### src/rtl/fetch_unit.sv
`default_nettype none
// ============================================================================
//  Module      : fetch_unit
//  Description : Instruction-fetch front end. Owns the fetch PC, issues word
//                requests to instruction memory under a credit limit, queues
//                the returned words with their PCs, and hands them to decode
//                over a valid/ready handshake. Every redirect squashes the
//                queue and discards responses that are still in flight.
//  Revision    : 1.0 - initial release
// ----------------------------------------------------------------------------
//  Parameters
//    RESET_PC  fetch address after reset
//    DEPTH     queue entries; also the limit on outstanding requests plus
//              queued words (>= 1)
//  Ports
//    clk, rst                          clock, async active-high reset
//    PCSrc, ex_valid, ex_pc,
//    ImmExt, ALUResult                 redirect request from execute
//    imem_req_valid/ready, imem_addr   request channel to instruction memory
//    imem_rsp_valid, imem_rdata        in-order response channel
//    instr_valid/ready, Instr,
//    pc_out, pc_plus4                  instruction channel to decode
//    misalign_o                        misaligned redirect target flag
//  Configuration
//    FETCH_MISALIGN_TRAP_EN  when defined, a misaligned redirect target halts
//                            fetch and raises misalign_o until an aligned
//                            redirect arrives; otherwise target[1:0] is
//                            forced to 00 and misalign_o stays 0.
// ============================================================================
module fetch_unit #(
    parameter logic [31:0] RESET_PC = 32'h0000_0000,
    parameter int          DEPTH    = 2
) (
    input  logic        clk,
    input  logic        rst,
    input  logic [1:0]  PCSrc,
    input  logic        ex_valid,
    input  logic [31:0] ex_pc,
    input  logic [31:0] ImmExt,
    input  logic [31:0] ALUResult,
    output logic        imem_req_valid,
    input  logic        imem_req_ready,
    output logic [31:0] imem_addr,
    input  logic        imem_rsp_valid,
    input  logic [31:0] imem_rdata,
    output logic        instr_valid,
    input  logic        instr_ready,
    output logic [31:0] Instr,
    output logic [31:0] pc_out,
    output logic [31:0] pc_plus4,
    output logic        misalign_o
);

    localparam int CW = $clog2(DEPTH + 1);
    localparam int PW = (DEPTH > 1) ? $clog2(DEPTH) : 1;
    localparam logic [CW:0]   c_LIMIT    = (CW + 1)'(DEPTH);
    localparam logic [PW-1:0] c_LAST_IDX = PW'(DEPTH - 1);

    typedef enum logic [1:0] {
        S_IDLE = 2'd0,
        S_RUN  = 2'd1,
        S_HALT = 2'd2
    } state_t;

    state_t        r_state;
    logic [31:0]   r_fetch_pc;
    logic [31:0]   r_rsp_pc;      // PC owed to the next kept response
    logic [CW-1:0] r_out;         // requests accepted, response not yet seen
    logic [CW-1:0] r_cnt;         // words held in the queue
    logic [CW-1:0] r_drop;        // wrong-path responses still to discard
    logic [PW-1:0] r_rd;
    logic [PW-1:0] r_wr;
    logic          r_misalign;
    logic [31:0]   r_q_instr [DEPTH];
    logic [31:0]   r_q_pc    [DEPTH];

    logic        w_redirect;
    logic [31:0] w_raw_target;
    logic [31:0] w_target;
    logic        w_misaligned;
    logic        w_credit;
    logic        w_req_valid;
    logic        w_req_fire;
    logic        w_rsp_accept;
    logic        w_nonempty;
    logic        w_instr_valid;
    logic        w_push;
    logic        w_pop;
    logic        w_unused;

    function automatic logic [PW-1:0] f_next(input logic [PW-1:0] p);
        return (p == c_LAST_IDX) ? '0 : p + PW'(1);
    endfunction

    assign w_redirect   = ex_valid & ((PCSrc == 2'b01) | (PCSrc == 2'b10));
    assign w_raw_target = (PCSrc == 2'b01) ? (ex_pc + ImmExt)
                                           : {ALUResult[31:1], 1'b0};

`ifdef FETCH_MISALIGN_TRAP_EN
    assign w_target     = w_raw_target;
    assign w_misaligned = (w_raw_target[1:0] != 2'b00);
`else
    assign w_target     = {w_raw_target[31:2], 2'b00};
    assign w_misaligned = 1'b0;
`endif

    assign w_unused = ^{ALUResult[0], w_raw_target[1:0]};

    // Words in flight plus words queued may never exceed the queue size, so a
    // response always finds a free slot even if decode stalls indefinitely.
    assign w_credit      = ({1'b0, r_out} + {1'b0, r_cnt}) < c_LIMIT;
    assign w_req_valid   = (r_state == S_RUN) & w_credit & ~w_redirect;
    assign w_req_fire    = w_req_valid & imem_req_ready;
    // A response with nothing outstanding is spurious and ignored entirely.
    assign w_rsp_accept  = imem_rsp_valid & (r_out != '0);
    assign w_nonempty    = (r_cnt != '0);
    assign w_instr_valid = w_nonempty & ~w_redirect & (r_state != S_HALT);
    assign w_pop         = w_instr_valid & instr_ready;
    assign w_push        = w_rsp_accept & (r_drop == '0) & ~w_redirect
                         & (r_state != S_HALT);

    assign imem_req_valid = w_req_valid;
    assign imem_addr      = r_fetch_pc;
    assign instr_valid    = w_instr_valid;
    assign Instr          = w_nonempty ? r_q_instr[r_rd] : 32'd0;
    assign pc_out         = w_nonempty ? r_q_pc[r_rd] : 32'd0;
    assign pc_plus4       = w_nonempty ? (r_q_pc[r_rd] + 32'd4) : 32'd0;
    assign misalign_o     = r_misalign;

    always_ff @(posedge clk or posedge rst) begin
        if (rst) begin
            r_state    <= S_IDLE;
            r_fetch_pc <= RESET_PC;
            r_rsp_pc   <= RESET_PC;
            r_out      <= '0;
            r_cnt      <= '0;
            r_drop     <= '0;
            r_rd       <= '0;
            r_wr       <= '0;
            r_misalign <= 1'b0;
        end else begin
            case (r_state)
                S_IDLE:  r_state <= S_RUN;
                default: ;
            endcase

            case ({w_req_fire, w_rsp_accept})
                2'b10:   r_out <= r_out + CW'(1);
                2'b01:   r_out <= r_out - CW'(1);
                default: ;
            endcase

            if (w_redirect) begin
                // Everything still owed by memory belongs to the old path,
                // except a response being consumed this very cycle.
                r_drop     <= r_out - (w_rsp_accept ? CW'(1) : CW'(0));
                r_cnt      <= '0;
                r_rd       <= '0;
                r_wr       <= '0;
                r_fetch_pc <= w_target;
                r_rsp_pc   <= w_target;
                r_misalign <= w_misaligned;
                if (w_misaligned) begin
                    r_state <= S_HALT;
                end else if (r_state == S_HALT) begin
                    r_state <= S_RUN;
                end
            end else begin
                if (w_rsp_accept && (r_drop != '0)) begin
                    r_drop <= r_drop - CW'(1);
                end
                if (w_req_fire) begin
                    r_fetch_pc <= r_fetch_pc + 32'd4;
                end
                if (w_push) begin
                    r_rsp_pc <= r_rsp_pc + 32'd4;
                    r_wr     <= f_next(r_wr);
                end
                if (w_pop) begin
                    r_rd <= f_next(r_rd);
                end
                case ({w_push, w_pop})
                    2'b10:   r_cnt <= r_cnt + CW'(1);
                    2'b01:   r_cnt <= r_cnt - CW'(1);
                    default: ;
                endcase
            end
        end
    end

    // Queue storage carries no reset: outputs are masked while it is empty.
    always_ff @(posedge clk) begin
        if (w_push) begin
            r_q_instr[r_wr] <= imem_rdata;
            r_q_pc[r_wr]    <= r_rsp_pc;
        end
    end

endmodule
`default_nettype wire

### config.mk
export PLATFORM = sky130hd
export DESIGN_NAME = fetch_unit
export DESIGN_NICKNAME = d
export VERILOG_FILES = /design/src/rtl/fetch_unit.sv
export SDC_FILE = /design/constraint.sdc
export NUM_CORES = 1
export LEC_CHECK = 0
export CAP_MARGIN = 0
export CORE_UTILIZATION = 45
export CTS_BUF_LIST = sky130_fd_sc_hd__clkbuf_16
export DETAILED_ROUTE_END_ITERATION = 6
export DONT_BUFFER_PORTS = 1
export RECOVER_POWER = 25
export REMOVE_ABC_BUFFERS = 1
export SYNTH_ARGS = -nofsm -noshare
export SYNTH_HDL_FRONTEND = slang
export SYNTH_SLANG_ARGS = --single-unit
export TNS_END_PERCENT = 10
### constraint.sdc
create_clock -name clk -period 5.7 [get_ports clk]
set_clock_uncertainty 0.1 [all_clocks]
set_input_delay 0.855 -clock clk [delete_from_list [all_inputs] [get_ports clk]]
set_output_delay 0.855 -clock clk [all_outputs]
set_load 0.01 [all_outputs]
==> run metrics, run 1 <==
GP Congestion=0.848; Reg clk slew, reported paths=0.08 ns; hold_ws=0.414 ns; DR WL met3=2330 um; row count=57; highest routed layer=met4; Avg Cell Area, Syn=10.4 um2; Flop pwr share=44.0%; cells on worst reg2reg path=12; warnings from Yosys=0; diodes inserted=0; Critical Path Start Type=flop; Worst Tran Pin Value=1.42 ns; final WL=25100 um; Wirelength per Cell=18.0 um; Sw Pwr=1.86 mW; post-layout min period=4.74 ns; Final Hold Fails=0; routed vias=7632; worst min path class=flop to flop; Antenna Nets Post-Route=0; Seq cells post-synth=194; DR pass1 iterations=5; most frequent cells in the layout=nor2_1 (164), edfxtp_1 (124), a21oi_1 (87); vias in the first global route=7339; area grow syn2layout=7.16%; CTS Buf Count=17; Sw Share=39.0%; Vias/cell=5.47; worst setup path endpoint=pc_plus4[30]; Yosys cell types=79; insertion delay to the later sink of the worst-skew pair=0.43 ns; first-pass GRT wire length=39600 um; initial core utilization=45.9%; Setup-failing EPs final=0; leakage=4.48 nW; core area=0.0244 mm2; CP Launch Point=r_rd; reg2reg end=imem_addr[28]; combinational fraction of design power=32.7%; Worst EP required=4.74 ns; run status=complete, no violations; worst hold start=r_rsp_pc[31]; CP max FO=54; total setup buffers inserted after CTS=0; DRC violation total after the first TritonRoute iteration=480; register area share after synthesis=48.9%; layout cells sized above 1=6.90%; Post-Synthesis Cell Area=0.0112 mm2; Internal Pwr Total=2.90 mW; met1 wire length=11000 um; Max Fclk=0.211 GHz; ys flop type=edfxtp_1; Detail Route met2 WL=11300 um; Layout Nets=1233; crit path DAT=3.78 ns; clk root buf=clkbuf_16; unrepaired setup endpoints after global routing=no; Worst Setup End Kind=primary output; overall routing resource usage=19.7%; # H-tree levels=4; Post-synth ARST share=36.1%; Clk pwr share=23.3%; clock sink count=194; Detail Placement HPWL=18600 um; Setup CP Type=flop to primary output; Max transition margin=5.46%; DRC=0; grt ovf=0; CTS tree=built; Clock Path Buffers=2; antenna violations before repair=0; die height=160 um; I/O pins=267; Slew Viols, Final=0; Pwr Total=4.76 mW; MaxCap Viol Count=0; most common cell after layout, fill and taps aside=nor2_1; Post-synth EDFFs=124; post-route setup TNS=0 ns; # hold bufs at CTS=0; RR Startpoint=r_out[0]; die area=0.0255 mm2; period utilization=83.1%; Reg2Reg Setup Slack=2.12 ns; pwr/cell area=397 mW/mm2; Peak supply drop=0.222 mV; pin count of the biggest net entering global routing=68; die width=160 um; post-cts resize count=0; # port buffers=0; Layout fillers=2276; synthesized instance count=1078
==> critical path, cell delays in order, from the launching register on <==
cell      delay [ns]
dfrtp_4         0.93
mux2i_1         0.34
inv_1           0.12
ha_1            0.15
inv_1           0.06
a211o_1         0.32
nor2b_1         0.22
and2b_1         0.26
nand2_1         0.11
nor2_1          0.33
nand4b_1        0.17
xnor2_1         0.16
nor2_1          0.18
==> registers in the layout, indices dropped and copies added (netlist names) <==
| signal | cells |
|---|---|
| imem_addr | 30 |
| r_cnt | 2 |
| r_drop | 2 |
| r_out | 2 |
| r_q_instr | 64 |
| r_q_pc | 60 |
| r_rd | 1 |
| r_rsp_pc | 30 |
| r_state | 2 |
| r_wr | 1 |
==> area by class of cell <==
class | instances | area [um2] | share of cell area (%)
Timing Repair Buffer | 8 | 60.1 | 0.500
Multi-Input combinational cell | 810 | 5400 | 45.0
Tap cell | 324 | 405 | 3.38
Clock inverter | 15 | 126 | 1.05
Sequential cell | 194 | 5480 | 45.7
Inverter | 28 | 105 | 0.876
Clock buffer | 17 | 425 | 3.54
==> metrics by stage <==
step | util (%) | setup WS [ns] | instance area (um2) | instances
2_1_floorplan | - | 0.0317 | 11000 | 1032
3_3_place_gp | 46.9 | 1.38 | 11400 | 1364
3_5_place_dp | 46.9 | 1.34 | 11400 | 1364
4_1_cts | 49.2 | 0.874 | 12000 | 1396
5_1_grt | 49.2 | 0.621 | 12000 | 1396
6_report | 49.2 | 0.962 | 12000 | 1396
==> worst min path at each step <==
stage                     depth (start not counted)                to
after floorplan                                   0     r_q_pc[0][31]
after global placement                            0     r_q_pc[1][31]
after detailed placement                          0     r_q_pc[1][31]
after CTS                                         1      r_rsp_pc[30]
after global routing                              0  r_q_instr[1][14]
final                                             0     r_q_pc[0][31]
==> power by group through the flow <==
stage               sequential [mW]  clock [mW]  combinational, mW
floorplan                      2.06           0               1.28
global placement               2.12           0               1.56
detailed placement             2.13           0               1.58
CTS                            2.10        1.14               1.58
global route                   2.14        1.20               1.73
finish                         2.09        1.11               1.56
==> synthesized netlist by cell type, drive strengths merged, types with 3 or more instances <==
cell type    n  share of area, %
nor2       167               5.7
o21ai       21              0.94
o21bai       3              0.20
o21a        13              0.88
dfrtp       70                16
mux2i       61               5.5
nand3       31               1.4
o31ai        5              0.34
buf         33               1.7
nand2b       6              0.34
o22a         4              0.31
edfxtp     124                33
and4         3              0.23
nor3        10              0.69
a31oi       16               1.0
a21oi       89               4.0
nand2       71               2.4
nand4       17              0.95
o22ai       10              0.56
inv         28              0.94
and2        11              0.64
xor2        57               4.5
clkbuf      19              0.64
or2          3              0.17
nor2b       17              0.95
or3          6              0.34
nand3b       7              0.69
o221ai       3              0.29
mux2         4              0.40
ha          37               4.1
a21o        15               1.0
a211oi      15               1.0
xnor2       51               4.0
nor4         5              0.41
and3        13              0.73
==> per-layer routing <==
metal	vias to the layer above	track usage, %
met5	-	0
met3	32	6.81
met4	0	7.47
met2	253	30.9
met1	3524	25.1
li1	3823	-
==> cells by family after synthesis <==
logic type | after synthesis | share of synthesized area, %
xor gates and xnor gates | 108 | 8.45
other | 1 | 0.0335
buffers and inverters | 80 | 3.31
muxes | 65 | 5.85
and+or+nand+nor | 378 | 16.6
AOI/OAI and AO/OA | 214 | 12.5
DFF | 194 | 48.9
adders and majority gates | 38 | 4.31
Note: power is estimated with default switching activity, not from simulation.
==> run 2: changes to the inputs <==
clock period = 4.75 ns   (was 5.7 ns; I/O delays follow)
==> run 2 against run 1 <==
Net effect:
- die area did not move
- via count rose by 0.79%
- register-to-register slack got worse by 0.84 ns
- cell count rose by 0.36%
- flip-flop and latch count did not move
- count of clock-buffer cells in the layout did not move
- clock power rose by 24%
- highest routed layer unchanged
==> run metrics, run 2 (synthesis results as in run 1) <==
GP Congestion=0.853 (+0.59%); Setup-failing EPs final=0 (unchanged); DR pass1 iterations=5 (unchanged); hold_ws=0.272 ns (-0.142 ns); Place WS=0.998 ns (-0.339 ns); # port buffers=0 (unchanged); Detail Placement HPWL=18900 um (+1.6%); area grow syn2layout=7.86%; Setup CP Type=flop to primary output; Critical Path Start Type=flop; Buf+Inv Stages, Crit Path=1 (-1); period utilization=88.4%; final WL=25200 um (+0.51%); CP max stage cell=dfrtp_4; vias in the first global route=7300 (-0.53%); antenna violations before repair=0 (unchanged); Largest Register=r_q_instr; row count=57 (unchanged); Layout Nets=1238 (+0.41%); Antenna Nets Post-Route=0 (unchanged); pwr/cell area=478 mW/mm2 (+21%); Worst Tran Pin Value=0.844 ns (-0.573 ns); core area=0.0244 mm2 (unchanged); DRC=0 (unchanged); Crit path max-delay family=simple AND/OR/NAND/NOR gates; Reg clk slew, reported paths=0.07 ns (about the same); max FFs per register=64 (unchanged); I/O pins=267 (unchanged); initial core utilization=45.9% (unchanged); total setup buffers inserted after CTS=0 (unchanged); CP max FO=42 (-22%); largest stage delay on the critical path=0.55 ns (-0.38 ns); post-route setup TNS=0 ns (unchanged); layout cells sized above 1=7.15% (+0.25 points); die width=160 um (unchanged); crit path DAT=3.39 ns (-0.39 ns); die area=0.0255 mm2 (unchanged); Worst EP required=3.94 ns (-0.80 ns); die height=160 um (unchanged); post-cts resize count=0 (unchanged); grt ovf=0 (unchanged); DRC violation total after the first TritonRoute iteration=356 (-26%); critical-path cell list=buf_4, mux2i_1, or3_1, nor3_4, nand2_1, xnor2_1, nor2_1, a211oi_1; # H-tree levels=4 (unchanged); overall routing resource usage=19.9% (+0.20 points); run status=complete, no violations; CTS tree=built; Final Hold Fails=0 (unchanged); routed vias=7692 (+0.79%); worst min path class=primary input to flop; clk root buf=clkbuf_16; leakage=4.52 nW (+0.89%); Clock Path Buffers=2 (unchanged); Worst Setup End Kind=primary output; Vias/cell=5.49 (+0.43%); pin count of the biggest net entering global routing=67 (-1.5%); Setup WS post-layout=0.550 ns (-0.412 ns); unrepaired setup endpoints after global routing=no; CTS Buf Count=17 (unchanged); first-pass GRT wire length=39900 um (+0.66%); insertion delay to the later sink of the worst-skew pair=0.44 ns (about the same); MaxCap Viol Count=0 (unchanged); Peak supply drop=0.232 mV (+4.4%); diodes inserted=0 (unchanged); most common cell after layout, fill and taps aside=nor2_1; clock sink count=194 (unchanged); post-layout min period=4.20 ns; Slew Viols, Final=0 (unchanged); Max transition margin=43.7% (+38 points); most frequent cells in the layout=nor2_1 (164), edfxtp_1 (124), a21oi_1 (87); Largest regs=r_q_instr: 64 flops, r_q_pc: 60 flops; Wirelength per Cell=18.0 um (+0.15%); Max Fclk=0.238 GHz
-- run 2: stage by stage --
stage | util (%) | std cells | total power, mW | area, um2
floorplan | - | 1032 | 4.01 | 11000
global placement | 47.1 | 1368 | 4.42 | 11500
detailed placement | 47.1 | 1368 | 4.45 | 11500
CTS | 49.5 | 1401 | 5.85 | 12100
global route | 49.5 | 1401 | 6.14 | 12100
finish | 49.5 | 1401 | 5.78 | 12100
-- run 2: layout make-up --
class	instances	area, um2
well taps	324	405
fillers	2310	12300
multi-input cells	810	5400
clock inverters	15	153
flip-flops and latches	194	5480
clock buffers	17	425
repair buffers	13	113
inverters	28	105
-- run 2: worst paths after layout --
kind	slack, ns	startpoint	depth (start not counted)	to
max reg2reg	1.28	r_out[0]	10	imem_addr[31]
max	0.55	r_rd	8	pc_plus4[23]
min	0.27	imem_rdata[15]	0	r_q_instr[1][15]
min reg2reg	0.40	r_rsp_pc[31]	0	r_q_pc[1][31]
max in group asynchronous	2.61	rst	3	r_rd
min in group asynchronous	0.67	rst	2	r_rsp_pc[30]
-- run 2: what timing repair did --
item | 4_1_cts | 5_1_grt
hold buffers | 1 | 0
endpoints found under the setup margin | 0 | 0
hold endpoints to repair | 12 | 0
-- run 2: where the power goes --
part           switching, mW  total [mW]  leakage (nW)  internal (mW)
clock network          0.645        1.38         0.277          0.738
logic                   1.26        1.94          2.31          0.674
registers              0.330        2.46          1.93           2.13
total                   2.24        5.78          4.52           3.54
-- run 2: worst register-to-register path, stage by stage (launching register included) --
cell and delay (ns):
dfrtp_1 0.45, and2_1 0.20, fa_1 0.42, nor4b_1 0.46, and3_1 0.49, and3_1 0.39, nor3b_4 0.29, nand3_1 0.12
xnor2_1 0.14, o22ai_1 0.11, and3b_1 0.19
-- run 2: metal layers --
| metal | part of all wire [%] | track usage (%) |
|---|---|---|
| met1 | 45 | 25.6 |
| met2 | 45 | 31.2 |
| met3 | 8.6 | 6.78 |
| met4 | 1.7 | 7.21 |
| met5 | 0 | 0 |
==> run 3: changes to the inputs <==
REMOVE_ABC_BUFFERS = default   (was 1)
clock period = 4.38 ns   (was 4.75 ns; I/O delays follow)
==> run 3 against run 2 <==
Net effect:
- the flow now finishes with violations (max-capacitance violations, max-slew violations)
- critical path type unchanged
- count of clock-buffer cells in the layout unchanged
- wire length increased by 2.1%
- critical endpoint is now pc_plus4[24]
- hold slack got worse by 0.062 ns
- non-clock buffer count decreased by 1
- core utilization about the same
- worst setup slack got worse by 0.27 ns
- via count increased by 1.2%
- combinational power increased by 9%
==> run metrics, run 3 (synthesis results as in run 1) <==
run status=complete, but fails checks; failing checks=max-capacitance violations, max-slew violations; Setup CP Type=flop to primary output; pwr/cell area=522 mW/mm2 (+9.2%); layout cells sized above 1=7.34% (+0.19 points); Layout Cells excl Fill=1400 (-0.071%); Max transition margin=-22.8% (-67 points); initial core utilization=45.9% (unchanged); die height=160 um (unchanged); clk root buf=clkbuf_16; most common cell after layout, fill and taps aside=nor2_1; Placed Cells incl. Taps=1368 (unchanged); # port buffers=0 (unchanged); Worst EP required=3.62 ns (-0.32 ns); die area=0.0255 mm2 (unchanged); period utilization=93.7%; core area=0.0244 mm2 (unchanged); first-pass GRT wire length=40900 um (+2.6%); Vias/cell=5.56 (+1.2%); Detail Placement HPWL=19300 um (+1.7%); DRC=0 (unchanged); Antenna Nets Post-Route=0 (unchanged); Reg clk slew, reported paths=0.08 ns (about the same); Largest regs=r_q_instr: 64 flops, r_q_pc: 60 flops; reg2reg end=imem_addr[28]; max FFs per register=64 (unchanged); Setup-failing EPs final=0 (unchanged); MaxCap Viol Count=1 (+1); I/O pins=267 (unchanged); grt ovf=0 (unchanged); DRC violation total after the first TritonRoute iteration=438 (+23%); crit path DAT=3.35 ns (-0.04 ns); Max Fclk=0.244 GHz; Layout Nets=1237 (-0.081%); row count=57 (unchanged); Slew Viols, Final=47 (+47); insertion delay to the later sink of the worst-skew pair=0.44 ns (about the same); clock sink count=194 (unchanged); GP Congestion=0.821 (-3.7%); CTS Buf Count=17 (unchanged); # H-tree levels=4 (unchanged); CTS tree=built; unrepaired setup endpoints after global routing=no; Pwr Total=6.31 mW (+9.3%); Clock Path Buffers=2 (unchanged); post-layout min period=4.10 ns; post-route setup TNS=0 ns (unchanged); Peak supply drop=0.251 mV (+8.3%); Worst Setup End Kind=primary output; overall routing resource usage=20.4% (+0.45 points); Min-Delay Path Depth=0 (unchanged); Reg area=0.00548 mm2 (unchanged); Wirelength per Cell=18.4 um (+2.2%); Final Util=49.6% (about the same); RR Startpoint=r_cnt[0]; DR pass1 iterations=5 (unchanged); diodes inserted=0 (unchanged); Layout fillers=2265 (-1.9%); Worst Tran Pin Value=1.84 ns (+0.995 ns); area of the multi-input gates=0.00540 mm2 (unchanged); Final Hold Fails=0 (unchanged); pin count of the biggest net entering global routing=76 (+13%); cells on worst reg2reg path=14 (+4); total setup buffers inserted after CTS=0 (unchanged); worst hold start=imem_rdata[5]; Hold Path End=r_q_instr[1][5]; Largest Register=r_q_instr; die width=160 um (unchanged); vias in the first global route=7547 (+3.4%); Critical Path Start Type=flop; most frequent cells in the layout=nor2_1 (164), edfxtp_1 (124), a21oi_1 (87); final WL=25800 um (+2.1%); antenna violations before repair=0 (unchanged); area grow syn2layout=7.93% (about the same); worst min path class=primary input to flop; Reg2Reg Setup Slack=1.11 ns (-0.17 ns); CP max FO=21 (-50%); routed vias=7782 (+1.2%); leakage=4.53 nW (+0.22%)
## run 3: cell count changes in the layout (fill, tap and decap cells not counted), moves of 2 or more
cell / previous run / this run
inv_6: 2 / 4
inv_1: 29 / 27
inv_12: 0 / 2
clkinvlp_4: 4 / 1
buf_4: 11 / 9
inv_8: 3 / 5
## run 3: worst max-delay path by stage
| stage | to | startpoint | cells after the start | slack [ns] |
|---|---|---|---|---|
| finish | pc_plus4[24] | r_rd | 11 | 0.28 |
| global route | pc_plus4[30] | r_rd | 12 | 0.07 |
| CTS | pc_plus4[23] | r_rd | 8 | 0.22 |
| detailed placement | pc_plus4[23] | r_rd | 8 | 0.71 |
| global placement | pc_plus4[23] | r_rd | 8 | 0.75 |
| floorplan | r_q_instr[1][0] | PCSrc[1] | 6 | 0.74 |
## run 3: repair_timing
action,4_1_cts,5_1_grt
hold buffers,0,0
hold endpoints to repair,0,0
gates resized for setup,0,1
endpoints found under the setup margin,0,1
## run 3: where the power goes
| group | internal (mW) | switching, mW |
|---|---|---|
| registers | 2.31 | 0.368 |
| logic | 0.753 | 1.36 |
| clock network | 0.769 | 0.754 |
## run 3: layout make-up
class,count,area share (%)
clock buffer,17,3.52
clock inverter,15,1.27
inverter,28,0.869
multi-input combinational,810,44.7
sequential,194,45.3
tap,324,3.35
timing repair buffer,12,0.983
## run 3: layer usage
layer	GRT usage [%]	wire [um]
met4	5.94	322
met3	6.78	2210
met1	27.4	11800
met5	0	0
met2	31.2	11400
## run 3: worst max-delay path, stage by stage, from the launching register on
cell and delay (ns):
dfrtp_4 0.61, mux2i_1 0.25, inv_1 0.10, ha_1 0.14, inv_1 0.06, a211o_1 0.31
nor2b_1 0.20, and2b_1 0.24, nand4_1 0.16, nor4_1 0.44, xor2_1 0.13, nor2_1 0.27
## run 3: per-stage QoR
step	hold WS, ns	worst slack, ns	cell area (um2)
after floorplan	0.362	0.743	11200
after global placement	0.392	0.749	11500
after detailed placement	0.400	0.712	11500
after CTS	0.190	0.216	12100
after global routing	0.183	0.0694	12100
final	0.210	0.278	12100
